===== src/rtl/axi_lite_pkg.sv =====
// Shared AXI-Lite definitions: response codes and address LSB helper.
// Used by the write-register block and its register file.
package axi_lite_pkg;

  localparam logic [1:0] RESP_OKAY   = 2'b00;
  localparam logic [1:0] RESP_SLVERR = 2'b10;

  // Number of byte-offset address bits for a bus of data_w bits.
  function automatic int lsb_w(input int data_w);
    return $clog2(data_w / 8);
  endfunction

endpackage


===== src/rtl/axi_lite_regfile.sv =====
// Register file with byte-strobe merged writes, synchronous active-low reset.
// Ports: ACLK, ARESETn, we, idx, data, strb in; flattened regs_out out.
module axi_lite_regfile
  import axi_lite_pkg::*;
#(
  parameter int DATA_W   = 32,
  parameter int NUM_REGS = 8,
  parameter int IDX_W    = 4
) (
  input  logic                       ACLK,
  input  logic                       ARESETn,
  input  logic                       we,
  input  logic [IDX_W-1:0]           idx,
  input  logic [DATA_W-1:0]          data,
  input  logic [DATA_W/8-1:0]        strb,
  output logic [NUM_REGS*DATA_W-1:0] regs_out
);

  localparam int STRB_W = DATA_W / 8;

  logic [NUM_REGS*DATA_W-1:0] regs_q;
  logic [NUM_REGS*DATA_W-1:0] regs_d;

  always_comb begin
    regs_d = regs_q;
    if (we) begin
      for (int i = 0; i < NUM_REGS; i++) begin
        if (idx == IDX_W'(i)) begin
          for (int b = 0; b < STRB_W; b++) begin
            if (strb[b]) begin
              regs_d[i*DATA_W + b*8 +: 8] = data[b*8 +: 8];
            end
          end
        end
      end
    end
  end

  always_ff @(posedge ACLK) begin
    if (!ARESETn) begin
      regs_q <= '0;
    end else begin
      regs_q <= regs_d;
    end
  end

  assign regs_out = regs_q;

endmodule


===== src/rtl/axi_lite_write_regs.sv =====
// AXI-Lite write-only slave: single AW and W slots, commit into a regfile.
// Ports: AXI AW/W/B channels, flattened regs_out, wr_pulse, wr_index.
module axi_lite_write_regs
  import axi_lite_pkg::*;
#(
  parameter int DATA_W   = 32,
  parameter int ADDR_W   = 6,
  parameter int NUM_REGS = 8
) (
  input  logic                                 ACLK,
  input  logic                                 ARESETn,
  input  logic [ADDR_W-1:0]                    AWADDR,
  input  logic                                 AWVALID,
  output logic                                 AWREADY,
  input  logic [DATA_W-1:0]                    WDATA,
  input  logic [DATA_W/8-1:0]                  WSTRB,
  input  logic                                 WVALID,
  output logic                                 WREADY,
  output logic [1:0]                           BRESP,
  output logic                                 BVALID,
  input  logic                                 BREADY,
  output logic [NUM_REGS*DATA_W-1:0]           regs_out,
  output logic                                 wr_pulse,
  output logic [ADDR_W-lsb_w(DATA_W)-1:0]      wr_index
);

  localparam int LSB    = lsb_w(DATA_W);
  localparam int IDX_W  = ADDR_W - LSB;
  localparam int STRB_W = DATA_W / 8;

  if (DATA_W != 32 && DATA_W != 64) begin : g_bad_dw
    $error("DATA_W must be 32 or 64");
  end
  if (NUM_REGS > (1 << IDX_W)) begin : g_bad_nr
    $error("NUM_REGS exceeds address space");
  end

  logic              aw_full_q, aw_full_d;
  logic [IDX_W-1:0]  aw_idx_q, aw_idx_d;
  logic              w_full_q, w_full_d;
  logic [DATA_W-1:0] w_data_q, w_data_d;
  logic [STRB_W-1:0] w_strb_q, w_strb_d;
  logic              awready_q, awready_d;
  logic              wready_q, wready_d;
  logic              bvalid_q, bvalid_d;
  logic [1:0]        bresp_q, bresp_d;
  logic              wr_pulse_q, wr_pulse_d;
  logic [IDX_W-1:0]  wr_index_q, wr_index_d;

  logic aw_hs, w_hs, commit, idx_ok;

  // Byte-offset bits are dropped: unaligned addresses act aligned.
  logic unused_lsb;
  assign unused_lsb = ^AWADDR[LSB-1:0];

  always_comb begin
    aw_hs  = AWVALID & awready_q;
    w_hs   = WVALID & wready_q;
    idx_ok = 32'(aw_idx_q) < NUM_REGS;
    // A pending response that is not being accepted blocks the commit.
    commit = aw_full_q & w_full_q & (~bvalid_q | BREADY);

    aw_full_d  = aw_full_q;
    aw_idx_d   = aw_idx_q;
    w_full_d   = w_full_q;
    w_data_d   = w_data_q;
    w_strb_d   = w_strb_q;
    bvalid_d   = bvalid_q;
    bresp_d    = bresp_q;
    wr_index_d = wr_index_q;

    if (aw_hs) begin
      aw_full_d = 1'b1;
      aw_idx_d  = AWADDR[ADDR_W-1:LSB];
    end
    if (w_hs) begin
      w_full_d = 1'b1;
      w_data_d = WDATA;
      w_strb_d = WSTRB;
    end

    if (commit) begin
      aw_full_d  = 1'b0;
      w_full_d   = 1'b0;
      bvalid_d   = 1'b1;
      bresp_d    = idx_ok ? RESP_OKAY : RESP_SLVERR;
      wr_index_d = aw_idx_q;
    end else if (bvalid_q & BREADY) begin
      bvalid_d = 1'b0;
    end

    wr_pulse_d = commit & idx_ok;
    awready_d  = ~aw_full_d;
    wready_d   = ~w_full_d;
  end

  always_ff @(posedge ACLK) begin
    if (!ARESETn) begin
      aw_full_q  <= 1'b0;
      aw_idx_q   <= '0;
      w_full_q   <= 1'b0;
      w_data_q   <= '0;
      w_strb_q   <= '0;
      awready_q  <= 1'b0;
      wready_q   <= 1'b0;
      bvalid_q   <= 1'b0;
      bresp_q    <= RESP_OKAY;
      wr_pulse_q <= 1'b0;
      wr_index_q <= '0;
    end else begin
      aw_full_q  <= aw_full_d;
      aw_idx_q   <= aw_idx_d;
      w_full_q   <= w_full_d;
      w_data_q   <= w_data_d;
      w_strb_q   <= w_strb_d;
      awready_q  <= awready_d;
      wready_q   <= wready_d;
      bvalid_q   <= bvalid_d;
      bresp_q    <= bresp_d;
      wr_pulse_q <= wr_pulse_d;
      wr_index_q <= wr_index_d;
    end
  end

  axi_lite_regfile #(
    .DATA_W  (DATA_W),
    .NUM_REGS(NUM_REGS),
    .IDX_W   (IDX_W)
  ) u_regfile (
    .ACLK    (ACLK),
    .ARESETn (ARESETn),
    .we      (commit & idx_ok),
    .idx     (aw_idx_q),
    .data    (w_data_q),
    .strb    (w_strb_q),
    .regs_out(regs_out)
  );

  assign AWREADY  = awready_q;
  assign WREADY   = wready_q;
  assign BVALID   = bvalid_q;
  assign BRESP    = bresp_q;
  assign wr_pulse = wr_pulse_q;
  assign wr_index = wr_index_q;

endmodule

===== config.mk =====
export PLATFORM = sky130hd
export DESIGN_NAME = axi_lite_write_regs
export DESIGN_NICKNAME = d
export VERILOG_FILES = /design/src/rtl/axi_lite_pkg.sv /design/src/rtl/axi_lite_regfile.sv /design/src/rtl/axi_lite_write_regs.sv
export SDC_FILE = /design/constraint.sdc
export NUM_CORES = 1
export LEC_CHECK = 0
export ABC_CLOCK_PERIOD_IN_PS = 2420
export CAP_MARGIN = 20
export CORE_MARGIN = 4
export CORE_UTILIZATION = 48
export DETAILED_ROUTE_END_ITERATION = 8
export GPL_ROUTABILITY_DRIVEN = 1
export PLACE_DENSITY = 0.89
export SLEW_MARGIN = 20
export SYNTH_ARGS = -nofsm -noshare
export SYNTH_HDL_FRONTEND = slang
export SYNTH_SLANG_ARGS = --single-unit

===== constraint.sdc =====
create_clock -name ACLK -period 2.42 [get_ports ACLK]
set_clock_uncertainty 0.1 [all_clocks]
set_input_delay 0.363 -clock ACLK [delete_from_list [all_inputs] [get_ports ACLK]]
set_output_delay 0.363 -clock ACLK [all_outputs]
set_load 0.01 [all_outputs]

* Word level (Yosys, flattened, before mapping) *
Index checks and enable logic that the tools add are counted.
W data, S select, Z words.

operators by class
  magnitude comparators = 1
  equal/unequal tests = 7
  muxes and demuxes = 7
  bitwise gates (word level) = 10
  reduce and logical (&&, ||, !) cells = 34

operator list
  operator              number
  $reduce_and A3 Y1     32
  $eq A4 B3 Y1 const B  4
  $eq A4 B2 Y1 const B  2
  $and A1 B1 Y1         6
  $mux W1               6
  $eq A4 B1 Y1 const B  1
  $logic_not A4 Y1      1
  $lt A4 B4 Y1 const B  1
  $not A1 Y1            3
  $mux W2               1
  $reduce_bool A2 Y1    1
  $or A1 B1 Y1          1

word-level totals
  bits in registers = 308
  bits of input ports = 47
  output and inout port bits = 266
  word-level logic and storage cells = 102

* Longest topological paths before layout *
Gate-level depths: netlist of the first run.

  depth in word-level cells = 5
  depth in mapped cells = 6

* By module *
From an unflattened synthesis of the first run, not the netlist that was laid out.

unflattened totals
  cells, all modules = 1106
  area, all modules = 11328.4 um^2

modules (own cells, without submodules)
  module               instances  cells an instance  area an instance (um^2)
  axi_lite_regfile     1          892                9290.2
  axi_lite_write_regs  1          214                2038.2

* Worst setup path after synthesis of the first run *
OpenSTA, ideal clock, no wires.

  path type = register to register
  from = register aw_idx_q[1]
  to = register u_regfile.regs_q[16] (netlist: u_regfile.regs_out[16])
  library setup time = 73 ps
  arrival = 1871 ps
  slack = 376 ps
  cell stages (with the launch flop) = 6
  buffers on the path = 2
  period minus slack after synthesis = 2044 ps
  path through = dfxtp_1 buf_6 or4_1 buf_4 nor4_4 mux2i_1

on the way
  longest elaborated chain between the ends = 3
  elaborated cells on any way between the ends = 4
  classes of those cells = 1 x order compare; 1 x bitwise; 2 x reduce/logical

RTL lines
  item                             RTL line                    source
  start, declared                  axi_lite_write_regs.sv:39   logic [IDX_W-1:0] aw_idx_q, aw_idx_d;
  start signal, assigned           axi_lite_write_regs.sv:112  aw_idx_q <= aw_idx_d;
  $lt A4 B4 Y1                     axi_lite_write_regs.sv:59   idx_ok = 32'(aw_idx_q) < NUM_REGS;
  $and A1 B1 Y1                    axi_lite_write_regs.sv:132  .we (commit & idx_ok),
  $reduce_and A3 Y1 (no line) (*)  -
  end signal, assigned             axi_lite_regfile.sv:43      regs_q <= regs_d;
  end, declared                    axi_lite_regfile.sv:21      logic [NUM_REGS*DATA_W-1:0] regs_q;

Every way passes the cells marked *; elsewhere a longest branch is shown, timed or not.
A chain may end at the register's enable or synchronous reset.

* Final worst setup path of the first run *
  from = register aw_idx_q[0]
  to = register u_regfile.regs_q[25] (netlist: u_regfile.regs_out[25])

Same word-level chain as after synthesis.

==> results.py, run 1 <==
metrics = {
    "die": {
        "starting_utilization_of_the_core_area_pct": 49.2,
        "io_pins": 313,
        "rows": 56,
        "dieArea_um2": 26800,
        "die_height_um": 164,
        "dieWidth_um": 164,
        "core_region_area_um2": 23600,
    },
    "worst_setup_path": {
        "worstSetupEndpointType": "flip-flop",
        "worstPathCellList": "or4_1, nor4_4, buf_4, mux2i_1",
        "r2r_cells": 4,
        "worst_ep_required_time_ns": 2.77,
        "timing.critical_path.arrival_ns": 2.55,
        "timing.critical_path.from_type": "flip-flop",
        "critPathMaxFanout": 10,
        "crit_path_top_delay_cell": "or4_1",
        "type_of_the_worst_setup_path": "reg -> reg",
        "largest_stage_delay_on_the_critical_path_ns": 0.79,
    },
    "clock_tree": {
        "cts.repair_timing.setup_buffer_count": 0,
        "cts-hold-fix-buffers": 0,
        "tritoncts_num_sinks": 306,
        "cts_inserted_buffers": 29,
        "clock_tree_from_tritoncts": "yes",
        "clock_tree.htree_level_count": 1,
        "clkSlewWorstSetupHoldPaths_ns": 0.06,
        "cts-root-to-sink-buffers": 3,
        "resized_cells_post_cts": 0,
        "ctsRootBufferMaster": "clkbuf_16",
        "clk_latency_ns": 0.53,
    },
    "sta": {
        "timing_max_transition_violations_final": 0,
        "endpoints_failing_hold": 0,
        "setup_total_negative_slack_ns": 0,
        "worst_slew_pin_slew_ns": 0.844,
        "max-slew-margin-rel_pct": 43.7,
        "setup_viol_count_final": 0,
        "setup_repair_after_global_routing_missed_its_margin": "no",
        "finalWorstPathRequiredPeriod_ns": 2.21,
        "fin_crit_sh_pct": 91.2,
        "timing.fmax_mhz": 453,
        "hold-worst-slack_ns": 0.224,
    },
    "synthesis": {
        "postSynthNetCount": 1160,
        "netlist_area_um2": 11600,
        "leading_post_synthesis_cells_by_cell_area": "dfxtp_1 53%, mux2i_1 22%, nand2_1 12%, nor4_4 5.9%, a21boi_0 2.9%",
        "yosys_warning_total": 0,
        "synthesized_instance_count": 1113,
        "ys_ff_latch": 306,
        "yosysTopAreaCell": "dfxtp_1",
        "yosysMostFrequentCell": "nand2_1",
        "synth_flop_cell": "dfxtp_1",
        "postSynthAreaPerCell_um2": 10.4,
        "synth_commonest_cells": "367 x nand2_1, 306 x dfxtp_1, 256 x mux2i_1",
        "count_of_flip_flops_with_a_built_in_enable_after_synthesis": 0,
        "ys_types": 24,
        "post-synth-top-area-fraction_pct": 52.7,
        "synth_sequential_area_ratio_pct": 52.7,
        "async_reset_ff_share_pct": 0,
    },
    "power": {
        "vdd.ir_drop.worst_mv": 0.523,
        "total_leakage_power_nw": 5.19,
        "pwr_density_cell_nw_per_um2": 597,
        "final_total_power_mw": 9.66,
    },
    "final_layout": {
        "multi_input_comb_area_um2": 5220,
        "synth_to_layout_area_growth_pct": 39.2,
        "finish.instance_area_um2": 16200,
        "finalNetCount": 1486,
        "layout-drive-gt1-share_pct": 9.06,
        "filler_cell_count": 1715,
        "finalNonFillerCells": 1778,
        "sequential_cell_area_um2": 6130,
    },
    "routing": {
        "viasPerCell": 5.15,
        "drt-initial-drc-count": 525,
        "drt_drc_violations_left": 0,
        "wl_mm": 32.6,
        "drt_first_pass_iters": 6,
        "detailroute.via_count": 9160,
        "wl_per_cell_um": 18.3,
        "final_antenna_net_count": 0,
    },
    "global_route": {
        "first_global_vias": 9266,
        "global_route.overflow_total": 0,
        "grt_antenna_before_repair": 1,
        "grt_max_degree": 107,
        "grt_use_total_pct": 23.4,
        "first_pass_grt_wire_length_mm": 50.5,
    },
    "placement": {
        "dp_hpwl_mm": 23.6,
        "placed_cell_area_um2": 15300,
        "portBuffers": 309,
        "gp_congestion": 0.789,
        "placedCellCount": 1727,
    },
    "worst_hold_path": {
        "cell_depth_of_the_worst_min_delay_path": 3,
        "worstHoldPathType": "in -> reg",
    },
    "outcome": {
        "outcome": "completed",
    },
    "flow_run": {
        "max_cap_viol_count": 0,
    },
}
[cells in the final DEF, fill, tap and decap left out, drive strengths merged, types with 2 or more instances in the layout]
master         Yosys  final
clkdlybuf4s50      0    308
diode              0      2
dfxtp            306    306
clkinv             0      7
clkbuf            49     41
or4b               3      3
nand3              8      8
o21ai              5      5
nand2            367    367
nand4bb            3      3
nor4              32     32
o21a               2      2
a21boi            45     45
buf               20     56
nand2b             5      5
nor2               4      4
and2               2      2
mux2i            256    256
[cell type report]
class / instances / share of cell area [%]
sequential: 306 / 37.9
multi-input combinational: 738 / 32.3
timing repair buffer: 364 / 22.1
clock buffer: 41 / 5.01
tap: 319 / 2.47
clock inverter: 8 / 0.286
antenna: 2 / 0.0309
[stage by stage]
step                setup slack, ns  utilization, %
global placement              0.294            64.9
global route                  0.107            68.5
detailed placement            0.236            64.9
finish                        0.212            68.5
floorplan                     0.376               -
CTS                           0.195            68.5
[report_power, final]
| part | switching (mW) | internal, mW |
|---|---|---|
| Clock | 1.83 | 2.32 |
| Sequential | 0.0288 | 5.08 |
| Combinational | 0.261 | 0.147 |
[worst paths after layout]
| check | from | end | slack, ns |
|---|---|---|---|
| worst min-delay path | ARESETn | u_regfile.regs_out[121]$_SDFFE_PN0P_ | 0.22 |
| worst min register to register | u_regfile.regs_out[87]$_SDFFE_PN0P_ | u_regfile.regs_out[87]$_SDFFE_PN0P_ | 0.35 |
| worst max register to register | aw_idx_q[0]$_SDFFE_PN0P_ | u_regfile.regs_out[25]$_SDFFE_PN0P_ | 0.21 |
| worst max-delay path | aw_idx_q[0]$_SDFFE_PN0P_ | u_regfile.regs_out[25]$_SDFFE_PN0P_ | 0.21 |
[routing by layer]
layer | up-vias | GRT usage [%] | part of all wire, %
li1 | 4378 | - | -
met1 | 4416 | 28.8 | 41
met2 | 296 | 40.6 | 49
met3 | 70 | 5.37 | 6.7
met4 | 0 | 7.97 | 3.1
met5 | - | 0 | 0
[registers in the layout, summed over array words and instances (netlist names), 3 cells and up]
name and count:
u_regfile.regs_out 256, w_data_q 32, aw_idx_q 4, w_strb_q 4, wr_index 3
[kinds of logic after synthesis]
kind of cell | after synthesis | share of synthesized area [%]
AOI/OAI and AO/OA | 53 | 3.29
buffers and inverters | 69 | 2.55
muxes | 256 | 22.0
DFF | 306 | 52.7
and+or+nand+nor | 428 | 19.4
other | 1 | 0.0323
[worst max-delay path: cells and delay by family (launching register included)]
| family | cells | cell delay (ns) |
|---|---|---|
| flops | 1 | 0.38 |
| buf+inv | 1 | 0.26 |
| mux | 1 | 0.22 |
| simple gates | 2 | 1.16 |
Note: power is estimated with default switching activity, not from simulation.
==> run 2, diff against run 1 <==
--- a/config.mk
+++ b/config.mk
@@ -10,7 +10,6 @@
 export CORE_MARGIN = 4
 export CORE_UTILIZATION = 48
 export DETAILED_ROUTE_END_ITERATION = 8
-export GPL_ROUTABILITY_DRIVEN = 1
 export PLACE_DENSITY = 0.89
 export SLEW_MARGIN = 20
 export SYNTH_ARGS = -nofsm -noshare
==> results of run 2 <==
Final layout, timing and power as in run 1 (identical DEF).
==> patch: new RTL, settings of run 2 <==
Reset style: asynchronous (`ARESETn`), changed in 2 clocked blocks. Comments in the files are not updated.
--- a/src/rtl/axi_lite_regfile.sv
+++ b/src/rtl/axi_lite_regfile.sv
@@ -37,5 +37,5 @@
   end
 
-  always_ff @(posedge ACLK) begin
+  always_ff @(posedge ACLK or negedge ARESETn) begin
     if (!ARESETn) begin
       regs_q <= '0;
--- a/src/rtl/axi_lite_write_regs.sv
+++ b/src/rtl/axi_lite_write_regs.sv
@@ -95,5 +95,5 @@
   end
 
-  always_ff @(posedge ACLK) begin
+  always_ff @(posedge ACLK or negedge ARESETn) begin
     if (!ARESETn) begin
       aw_full_q  <= 1'b0;
Check against the original RTL: differs if ARESETn is asserted again (counterexample within 4 cycles, from zero or initial values and one cycle with ARESETn low); with ARESETn held inactive, the same outputs for 4 cycles.
==> patch against run 2 <==
Worst setup slack worse by 0.14 ns; sequential cell count unchanged; design area grew 5.9%; wire length decreased by 3.3%; non-clock buffer count increased by 7; highest routed layer unchanged; die area increased by 3.1%; synthesized area increased by 3.3%; maximum frequency is 6.0% lower; worst hold slack better by 0.036 ns; cell count is 20% lower.
Power is not compared: it rests on default switching activity, and its combinational part moved more than twofold at a synthesized area within 25%.
==> patch: results <==
{
  "antennaDiodeCount": 2,
  "synth_seq_cells": 306,
  "seq_area_frac_synth": 0.638,
  "p_leak_nw": 7.71,
  "grt_start_max_net_pins": 63,
  "clkbuf_count": 48,
  "antenna_found_initial": 2,
  "yosysWarnings": 0,
  "slowest_stage": "or4b_1",
  "fillers": 1536,
  "grt_pass1_vias": 8221,
  "wl_per_cell_um": 22.3,
  "cts-root-buf": "clkbuf_16",
  "r2r_start": "aw_idx_q[1]$_DFFE_PN0P_",
  "synthTopCellsByArea": "dfrtp_1 (64%), mux2_2 (27%), nor4_4 (5.7%)",
  "cp_data_arrival_time_ns": 2.68,
  "num-multi-input-gates": 356,
  "clk_share": 0.0596,
  "buffers": 371,
  "routed_via_density": 5.24,
  "drt_iter0_markers": 358,
  "ff2ff_setup_slack_ns": 0.07,
  "worst_pin_slew_ns": 0.501,
  "inv_count": 1,
  "drive_gt1_frac": 0.406,
  "ys.flop_type": "dfrtp_1",
  "synth-async-reset-ratio": 1.00,
  "cts_buffers": 30,
  "status": "finished, final reports clean",
  "grt_pass1_wl_mm": 49.8,
  "signal_buffer_area_fraction": 0.221,
  "hp-class": "in2async",
  "nets": 1113,
  "clock_latency_ns": 0.55,
  "synth_compound_area_frac": 0.000938,
  "slowest_delay_ns": 0.77,
  "synth_nets": 735,
  "grt_usage": 0.227,
  "synthDistinctLibCells": 23,
  "sh_seq_area": 0.447,
  "yosys-top-cells-count": "dfrtp_1 (306), mux2_2 (291), nor4_4 (32), buf_2 (15), mux2_1 (9)",
  "reg2reg_to": "u_regfile.regs_out[159]$_DFFE_PN0P_",
  "post-dp-hpwl_mm": 21.5,
  "first_pass_iters": 4,
  "gp_congestion": 0.762,
  "synth_mux_area_frac": 0.281,
  "multi_input_area_share": 0.248
}
[patch: cell count changes after synthesis, moves of 9 or more]
cell,change
dfrtp_1,+306
dfxtp_1,-306
clkbuf_1,-41
mux2_2,+291
mux2_1,+9
nand2_1,-366
a21boi_0,-45
mux2i_1,-256
[patch: critical path: cells and delay by family (launching register included)]
| kind | cells | cell delay, ns |
|---|---|---|
| mux | 1 | 0.35 |
| simple gates | 2 | 1.10 |
| flops | 1 | 0.50 |
| buf+inv | 1 | 0.18 |
[patch: worst max path at each step]
stage	from	to	slack, ns	cells past startpoint
2_1_floorplan	BVALID$_DFFE_PN0P_	u_regfile.regs_out[83]$_DFFE_PN0P_	0.28	5
3_3_place_gp	aw_idx_q[1]$_DFFE_PN0P_	u_regfile.regs_out[8]$_DFFE_PN0P_	0.10	4
3_5_place_dp	aw_idx_q[3]$_DFFE_PN0P_	u_regfile.regs_out[89]$_DFFE_PN0P_	0.03	4
4_1_cts	aw_idx_q[1]$_DFFE_PN0P_	u_regfile.regs_out[12]$_DFFE_PN0P_	0.02	4
5_1_grt	aw_idx_q[1]$_DFFE_PN0P_	u_regfile.regs_out[159]$_DFFE_PN0P_	0.01	4
6_report	aw_idx_q[1]$_DFFE_PN0P_	u_regfile.regs_out[159]$_DFFE_PN0P_	0.07	4
[patch: cell families after synthesis]
| family | Yosys count |
|---|---|
| other | 1 |
| buffers and inverters | 26 |
| multiplexers | 300 |
| AND/OR/NAND/NOR | 53 |
| flip-flops | 306 |
| AO/OA/AOI/OAI | 2 |
[patch: per-stage QoR]
| step | hold slack [ns] | area [um^2] | instances | setup slack [ns] | util |
|---|---|---|---|---|---|
| after CTS | 0.262 | 17100 | 1414 | 0.0200 | 0.700 |
| after detailed placement | 0.240 | 16100 | 1357 | 0.0347 | 0.658 |
| after global placement | 0.244 | 16100 | 1357 | 0.105 | 0.658 |
| after floorplan | -0.0326 | 12000 | 688 | 0.280 | - |
| final | 0.261 | 17100 | 1416 | 0.0720 | 0.700 |
| after global routing | 0.301 | 17100 | 1416 | 0.00980 | 0.700 |
[patch: metal layers]
metal,GRT usage,wire (um),share of wire
met5,0,0,0
met4,0.0621,791,0.025
met3,0.0702,2400,0.076
met2,0.388,15600,0.49
met1,0.282,12800,0.41
[patch: what timing repair did]
item | 4_1_cts | 5_1_grt
hold buffers | 1 | 0
setup endpoints to repair | 0 | 24
endpoints found under the hold margin | 53 | 0
gates resized for setup | 0 | 3
setup buffers | 0 | 0
[patch: power groups by stage]
stage / sequential (mW) / combinational, mW / clock, mW
6_report: 7.77 / 5.45 / 4.69
3_3_place_gp: 7.73 / 5.32 / 0
2_1_floorplan: 7.82 / 2.25 / 0
3_5_place_dp: 7.82 / 5.46 / 0
5_1_grt: 7.97 / 5.79 / 5.02
4_1_cts: 7.76 / 5.51 / 4.79
